### config.mk
export PLATFORM = sky130hd
export DESIGN_NAME = ads1256_system_controller
export DESIGN_NICKNAME = d
export VERILOG_FILES = /design/src/rtl/ads1256_pkg.sv /design/src/rtl/ads1256_system_fsm.sv /design/src/rtl/ads1256_system_controller.sv
export SDC_FILE = /design/constraint.sdc
export NUM_CORES = 1
export LEC_CHECK = 0
export BUFFER_PORTS_ARGS = -buffer_cell sky130_fd_sc_hd__buf_2
export CAP_MARGIN = 20
export CORE_MARGIN = 2
export CORE_UTILIZATION = 49
export CTS_BUF_LIST = sky130_fd_sc_hd__clkbuf_8
export CTS_CLUSTER_SIZE = 25
export DETAILED_ROUTE_END_ITERATION = 8
export GPL_ROUTABILITY_DRIVEN = 0
export PLACE_DENSITY = 0.74
export SLEW_MARGIN = 15
export SYNTH_ARGS = -nofsm -noshare
export SYNTH_HDL_FRONTEND = slang
export SYNTH_SLANG_ARGS = --single-unit
### constraint.sdc
create_clock -name clock_i -period 2.3 [get_ports clock_i]
set_clock_uncertainty 0.05 [all_clocks]
set_input_delay 0.23 -clock clock_i [delete_from_list [all_inputs] [get_ports clock_i]]
set_output_delay 0.23 -clock clock_i [all_outputs]
set_load 0.02 [all_outputs]
### src/rtl/ads1256_pkg.sv
// rtl/ads1256_pkg.sv - routine encodings and ADS1256 opcodes shared by the system controller
package ads1256_pkg;

  typedef enum logic [2:0] {
    ROUTINE_NONE       = 3'd0,
    ROUTINE_CALIBRATE  = 3'd1,
    ROUTINE_READBACK   = 3'd2,
    ROUTINE_SINGLE     = 3'd3,
    ROUTINE_CONTINUOUS = 3'd4,
    ROUTINE_ILLEGAL    = 3'd7
  } routine_t;

  localparam logic [7:0] OP_WAKEUP  = 8'h00;
  localparam logic [7:0] OP_RDATA   = 8'h01;
  localparam logic [7:0] OP_RDATAC  = 8'h03;
  localparam logic [7:0] OP_SDATAC  = 8'h0F;
  localparam logic [7:0] OP_RREG    = 8'h10;
  localparam logic [7:0] OP_SELFCAL = 8'hF0;
  localparam logic [7:0] OP_SYNC    = 8'hFC;

  // RREG reads STATUS..DRATE: start address 0, count-minus-one 3
  localparam logic [7:0] REG_STATUS  = 8'h00;
  localparam logic [7:0] RREG_COUNT  = 8'h03;

  function automatic logic [23:0] single_byte_cmd(input logic [7:0] op);
    return {op, 16'h0000};
  endfunction

endpackage

### src/rtl/ads1256_system_fsm.sv
// rtl/ads1256_system_fsm.sv - routine sequencing state machine with Mealy transaction launch
module ads1256_system_fsm
  import ads1256_pkg::*;
(
  input  logic        clock_i,
  input  logic        reset_i,
  input  logic        start_i,
  input  routine_t    routine_i,
  input  logic        transaction_done_i,
  input  logic        stop_i,
  output logic        transaction_start_o,
  output logic [23:0] launch_command_o,
  output logic        idle_o,
  output logic        done_o
);

  localparam logic [3:0] IDLE              = 4'd0;
  localparam logic [3:0] CAL_SDATAC        = 4'd1;
  localparam logic [3:0] CAL_SELFCAL       = 4'd2;
  localparam logic [3:0] RB_RREG           = 4'd3;
  localparam logic [3:0] SGL_SYNC          = 4'd4;
  localparam logic [3:0] SGL_WAKEUP        = 4'd5;
  localparam logic [3:0] SGL_RDATA         = 4'd6;
  localparam logic [3:0] CONT_RDATAC_CMD   = 4'd7;
  localparam logic [3:0] CONTINUOUS_RDATAC = 4'd8;
  localparam logic [3:0] CONT_READ         = 4'd9;
  localparam logic [3:0] CONT_SDATAC       = 4'd10;
  localparam logic [3:0] DONE              = 4'd11;

  logic [3:0]  state_q, state_d;
  logic        done_q;
  logic        launch;
  logic [23:0] launch_cmd;

  always_comb begin
    state_d    = state_q;
    launch     = 1'b0;
    launch_cmd = 24'h000000;
    case (state_q)
      IDLE: if (start_i) begin
        launch = 1'b1;
        case (routine_i)
          ROUTINE_CALIBRATE: begin
            state_d = CAL_SDATAC;  launch_cmd = single_byte_cmd(OP_SDATAC);
          end
          ROUTINE_READBACK: begin
            state_d = RB_RREG;     launch_cmd = {OP_RREG | REG_STATUS, RREG_COUNT, 8'h00};
          end
          ROUTINE_SINGLE: begin
            state_d = SGL_SYNC;    launch_cmd = single_byte_cmd(OP_SYNC);
          end
          ROUTINE_CONTINUOUS: begin
            state_d = CONT_RDATAC_CMD; launch_cmd = single_byte_cmd(OP_RDATAC);
          end
          default: begin
            state_d = DONE;        launch = 1'b0;
          end
        endcase
      end
      CAL_SDATAC: if (transaction_done_i) begin
        state_d = CAL_SELFCAL; launch = 1'b1; launch_cmd = single_byte_cmd(OP_SELFCAL);
      end
      CAL_SELFCAL, RB_RREG, SGL_RDATA, CONT_SDATAC:
        if (transaction_done_i) state_d = DONE;
      SGL_SYNC: if (transaction_done_i) begin
        state_d = SGL_WAKEUP; launch = 1'b1; launch_cmd = single_byte_cmd(OP_WAKEUP);
      end
      SGL_WAKEUP: if (transaction_done_i) begin
        state_d = SGL_RDATA; launch = 1'b1; launch_cmd = single_byte_cmd(OP_RDATA);
      end
      CONT_RDATAC_CMD, CONT_READ:
        if (transaction_done_i) state_d = CONTINUOUS_RDATAC;
      // Transient state: always launches exactly one transaction, either a read or the exit
      CONTINUOUS_RDATAC: begin
        launch = 1'b1;
        if (stop_i) begin
          state_d = CONT_SDATAC; launch_cmd = single_byte_cmd(OP_SDATAC);
        end else begin
          state_d = CONT_READ;   launch_cmd = single_byte_cmd(OP_WAKEUP);
        end
      end
      DONE:    state_d = IDLE;
      default: state_d = IDLE;
    endcase
  end

  always_ff @(posedge clock_i) begin
    if (reset_i) begin
      state_q <= IDLE;
      done_q  <= 1'b0;
    end else begin
      state_q <= state_d;
      done_q  <= (state_d == DONE);
    end
  end

  assign transaction_start_o = launch & ~reset_i;
  assign launch_command_o    = launch_cmd;
  assign idle_o              = (state_q == IDLE);
  assign done_o              = done_q;

endmodule

### src/rtl/ads1256_system_controller.sv
// rtl/ads1256_system_controller.sv - ADS1256 routine sequencer top: stop latch and command hold
module ads1256_system_controller
  import ads1256_pkg::*;
(
  input  logic        clock_i,
  input  logic        reset_i,
  input  logic        start_i,
  input  routine_t    routine_i,
  input  logic        transaction_done_i,
  input  logic        continuous_stop_i,
  output logic        transaction_start_o,
  output logic [23:0] command_o,
  output logic        done_o
);

  logic        stop_q, stop_d;
  logic [23:0] last_cmd_q, last_cmd_d;
  logic [23:0] launch_cmd;
  logic        launch;
  logic        idle;

  ads1256_system_fsm FSM (
    .clock_i             (clock_i),
    .reset_i             (reset_i),
    .start_i             (start_i),
    .routine_i           (routine_i),
    .transaction_done_i  (transaction_done_i),
    .stop_i              (stop_q),
    .transaction_start_o (launch),
    .launch_command_o    (launch_cmd),
    .idle_o              (idle),
    .done_o              (done_o)
  );

  always_comb begin
    stop_d = stop_q;
    if (idle)                   stop_d = 1'b0;
    else if (continuous_stop_i) stop_d = 1'b1;
    last_cmd_d = launch ? launch_cmd : last_cmd_q;
  end

  always_ff @(posedge clock_i) begin
    if (reset_i) begin
      stop_q     <= 1'b0;
      last_cmd_q <= 24'h000000;
    end else begin
      stop_q     <= stop_d;
      last_cmd_q <= last_cmd_d;
    end
  end

  assign transaction_start_o = launch;
  assign command_o           = launch ? launch_cmd : last_cmd_q;

endmodule

==> results_dict.tcl <==
set metrics [dict create \
    status "finished clean" \
    synthCells 166 \
    highest_layer "met4" \
    via_per_inst 5.32 \
    crit_family "simple AND/OR/NAND/NOR gates" \
    cts-root-buf "clkbuf_8" \
    timing.max_cap.violations 0 \
    dr.pass1.iters 4 \
    final.period_utilization_pct 96.8 \
    die_area_sq_um 3310 \
    clk_pin_slew_ns 0.06 \
    whs_path_depth 3 \
    ioPinCount 34 \
    placed_area_sq_um 1570 \
    grt_pass1_vias 1146 \
    antenna_found_initial 0 \
    path_cells "nor3_4 > nand3_2 > o22a_1 > or2_4 > inv_2 > mux2_1 > buf_2" \
    met1_length_um 1330 \
    syn_area_sq_um 1400 \
    slew_violations 0 \
    gr-total-overflow 0 \
    min_period_ns 2.23 \
    met2_length_um 1460 \
    grt_use_total_pct 20.3 \
    ys_ff_latch 30 \
    wl_um 3100 \
    fin_nets 211 \
    diodes 0 \
    ir_drop_uv 1080 \
    hold_viol_final 0 \
    syn_area_per_cell_sq_um 8.45 \
    criticalPathCategory "flop to output port" \
    cts_sinks 30 \
    place_ws_ns 0.176 \
    critPathCaptureType "output port" \
    cp_num_cells 7 \
    crit_buf_inv 2 \
    worstSetupStartpointType "flop" \
    fmax_mhz 449 \
    reg2reg_depth 7 \
    ys_types 38 \
    wl_met3_um 248 \
    die_y_um 57.5 \
    via_count 1251 \
    start_util_pct 51.3 \
    syn_to_final_growth_pct 28.0 \
    synth_sequential_area_ratio_pct 42.8 \
    leakagePower_uw 0.000863 \
    syn-num-nets 174 \
    drc 0 \
    drt_first_iter_violations 41 \
    io_buffers 33 \
    p_per_area_nw_per_um2 1090 \
    cts_made_buffers 5 \
    place_hpwl_um 2060 \
    grt_max_degree 22 \
    drtAntennaViolNets 0 \
    setup_ws_ns 0.0742 \
    wl_per_cell_um 13.2 \
    design_area_sq_um 1800 \
    ys_warn_count 0 \
    tightest_slew_ns 0.649 \
    grt_pass1_wl_um 5110 \
    layout-drive-gt1-share_pct 31.4 \
    hold_path.class "input pin to flop" \
    setup_viol 0 \
    cp_max_fo 4 \
    core_sq_um 2730 \
    tritoncts "done" \
    die_w_um 57.5 \
    rows 19 \
    critical_path.slowest_cell "dfxtp_2" \
    cp.arrival_ns 1.95 \
    slowest_delay_ns 0.34 \
    worstPathRequired_ns 2.02 \
    maxSlewHeadroom_pct 56.6 \
    cts_max_level 2 \
    r2r_slack_ns 0.29 \
    clock_path_buffers 2 \
    clock_latency_ns 0.28 \
]
==> flip-flops by register name, indices dropped and copies added, names as in the netlist <==
signal,count
last_cmd_q,24
FSM.state_q,4
FSM.done_o,1
stop_q,1
==> routing by layer <==
layer / track usage [%] / vias to the layer above
met3: 9.30 / 5
met1: 24.5 / 559
met2: 32.6 / 51
met5: 0 / -
li1: - / 636
met4: 5.32 / 0
==> per-stage QoR <==
stage	util [%]	hold WS (ns)	total power, uW	instances	setup TNS (ns)
3_3_place_gp	57.4	0.383	1180	223	0
5_1_grt	65.7	0.184	2070	235	-0.0265
3_5_place_dp	57.4	0.386	1190	223	0
6_report	65.7	0.177	1960	235	0
4_1_cts	64.2	0.166	1910	233	0
2_1_floorplan	-	0.352	1060	166	0
==> cell type report <==
cell class,instances,area (sq um)
multi-input combinational,122,761
timing repair buffer,41,235
tap,31,38.8
fill,227,938
sequential,30,607
inverter,3,11.3
clock buffer,6,82.6
clock inverter,2,60.1
==> worst paths after layout <==
path | startpoint | to
setup / recovery | FSM.state_q[0] | command_o[16]
hold / removal | continuous_stop_i | stop_q
setup reg to reg | FSM.state_q[0] | last_cmd_q[6]
hold reg to reg | last_cmd_q[17] | last_cmd_q[17]
==> cell usage after synthesis, drive strengths merged <==
library cell | n | area (sq um)
o21ai | 8 | 40.0
o2bb2ai | 1 | 8.76
a21o | 8 | 60.1
nand2b | 3 | 18.8
nor2b | 5 | 31.3
nand3 | 1 | 5.00
nor4b | 1 | 8.76
o22ai | 1 | 6.26
inv | 3 | 11.3
mux2i | 1 | 10.0
clkbuf | 6 | 22.5
nor2 | 16 | 70.1
buf | 5 | 43.8
a31oi | 1 | 6.26
or2 | 2 | 12.5
nand3b | 1 | 7.51
dfxtp | 30 | 601
and2 | 29 | 181
a21oi | 16 | 80.1
nand4 | 1 | 6.26
nand2 | 12 | 45.0
or3 | 1 | 11.3
a22oi | 2 | 15.0
nor3b | 1 | 7.51
o21bai | 1 | 7.51
o22a | 1 | 8.76
mux2 | 1 | 11.3
a32oi | 2 | 17.5
a221oi | 1 | 8.76
xor2 | 1 | 8.76
a211oi | 1 | 7.51
nor4 | 2 | 12.5
nor3 | 1 | 10.0
==> kinds of logic after synthesis <==
family	count (synthesis)	synth area share [%]
and+or+nand+nor	76	30.5
muxes	2	1.52
DFF	30	42.8
buffers and inverters	14	5.53
AOI/OAI and AO/OA	43	19.0
xor gates and xnor gates	1	0.625
==> layout by cell type, fill, tap and decap left out, types with 2 or more instances in the layout <==
master and count:
a21o_1 8, a21oi_1 16, a22oi_1 2, a32oi_1 2, and2_1 29, buf_2 32
buf_4 7, buf_6 2, bufinv_16 2, clkbuf_8 6, dfxtp_1 27, dfxtp_2 2
inv_2 2, nand2_1 12, nand2b_1 3, nor2_1 13, nor2_4 2, nor2b_1 5
nor4_1 2, o21ai_0 7
==> power breakdown <==
part	total, uW	internal, uW	leakage (uW)	switching [uW]
Clock	661	462	0.0000714	199
Sequential	626	572	0.000245	53.7
Combinational	672	286	0.000547	386
Total	1960	1320	0.000863	639
==> repair_timing <==
item                       CTS  global route
setup endpoints to repair   22            36
gates resized for setup      8             8
hold buffers                 0             0
setup buffers                2             2
pin swaps                    2             4
==> worst min-delay path, delay by kind of cell <==
| family | cells | cell delay [ns] |
|---|---|---|
| compound gates | 1 | 0.05 |
| buf+inv | 1 | 0.10 |
| simple gates | 1 | 0.08 |
(Power assumes the default switching activity.)
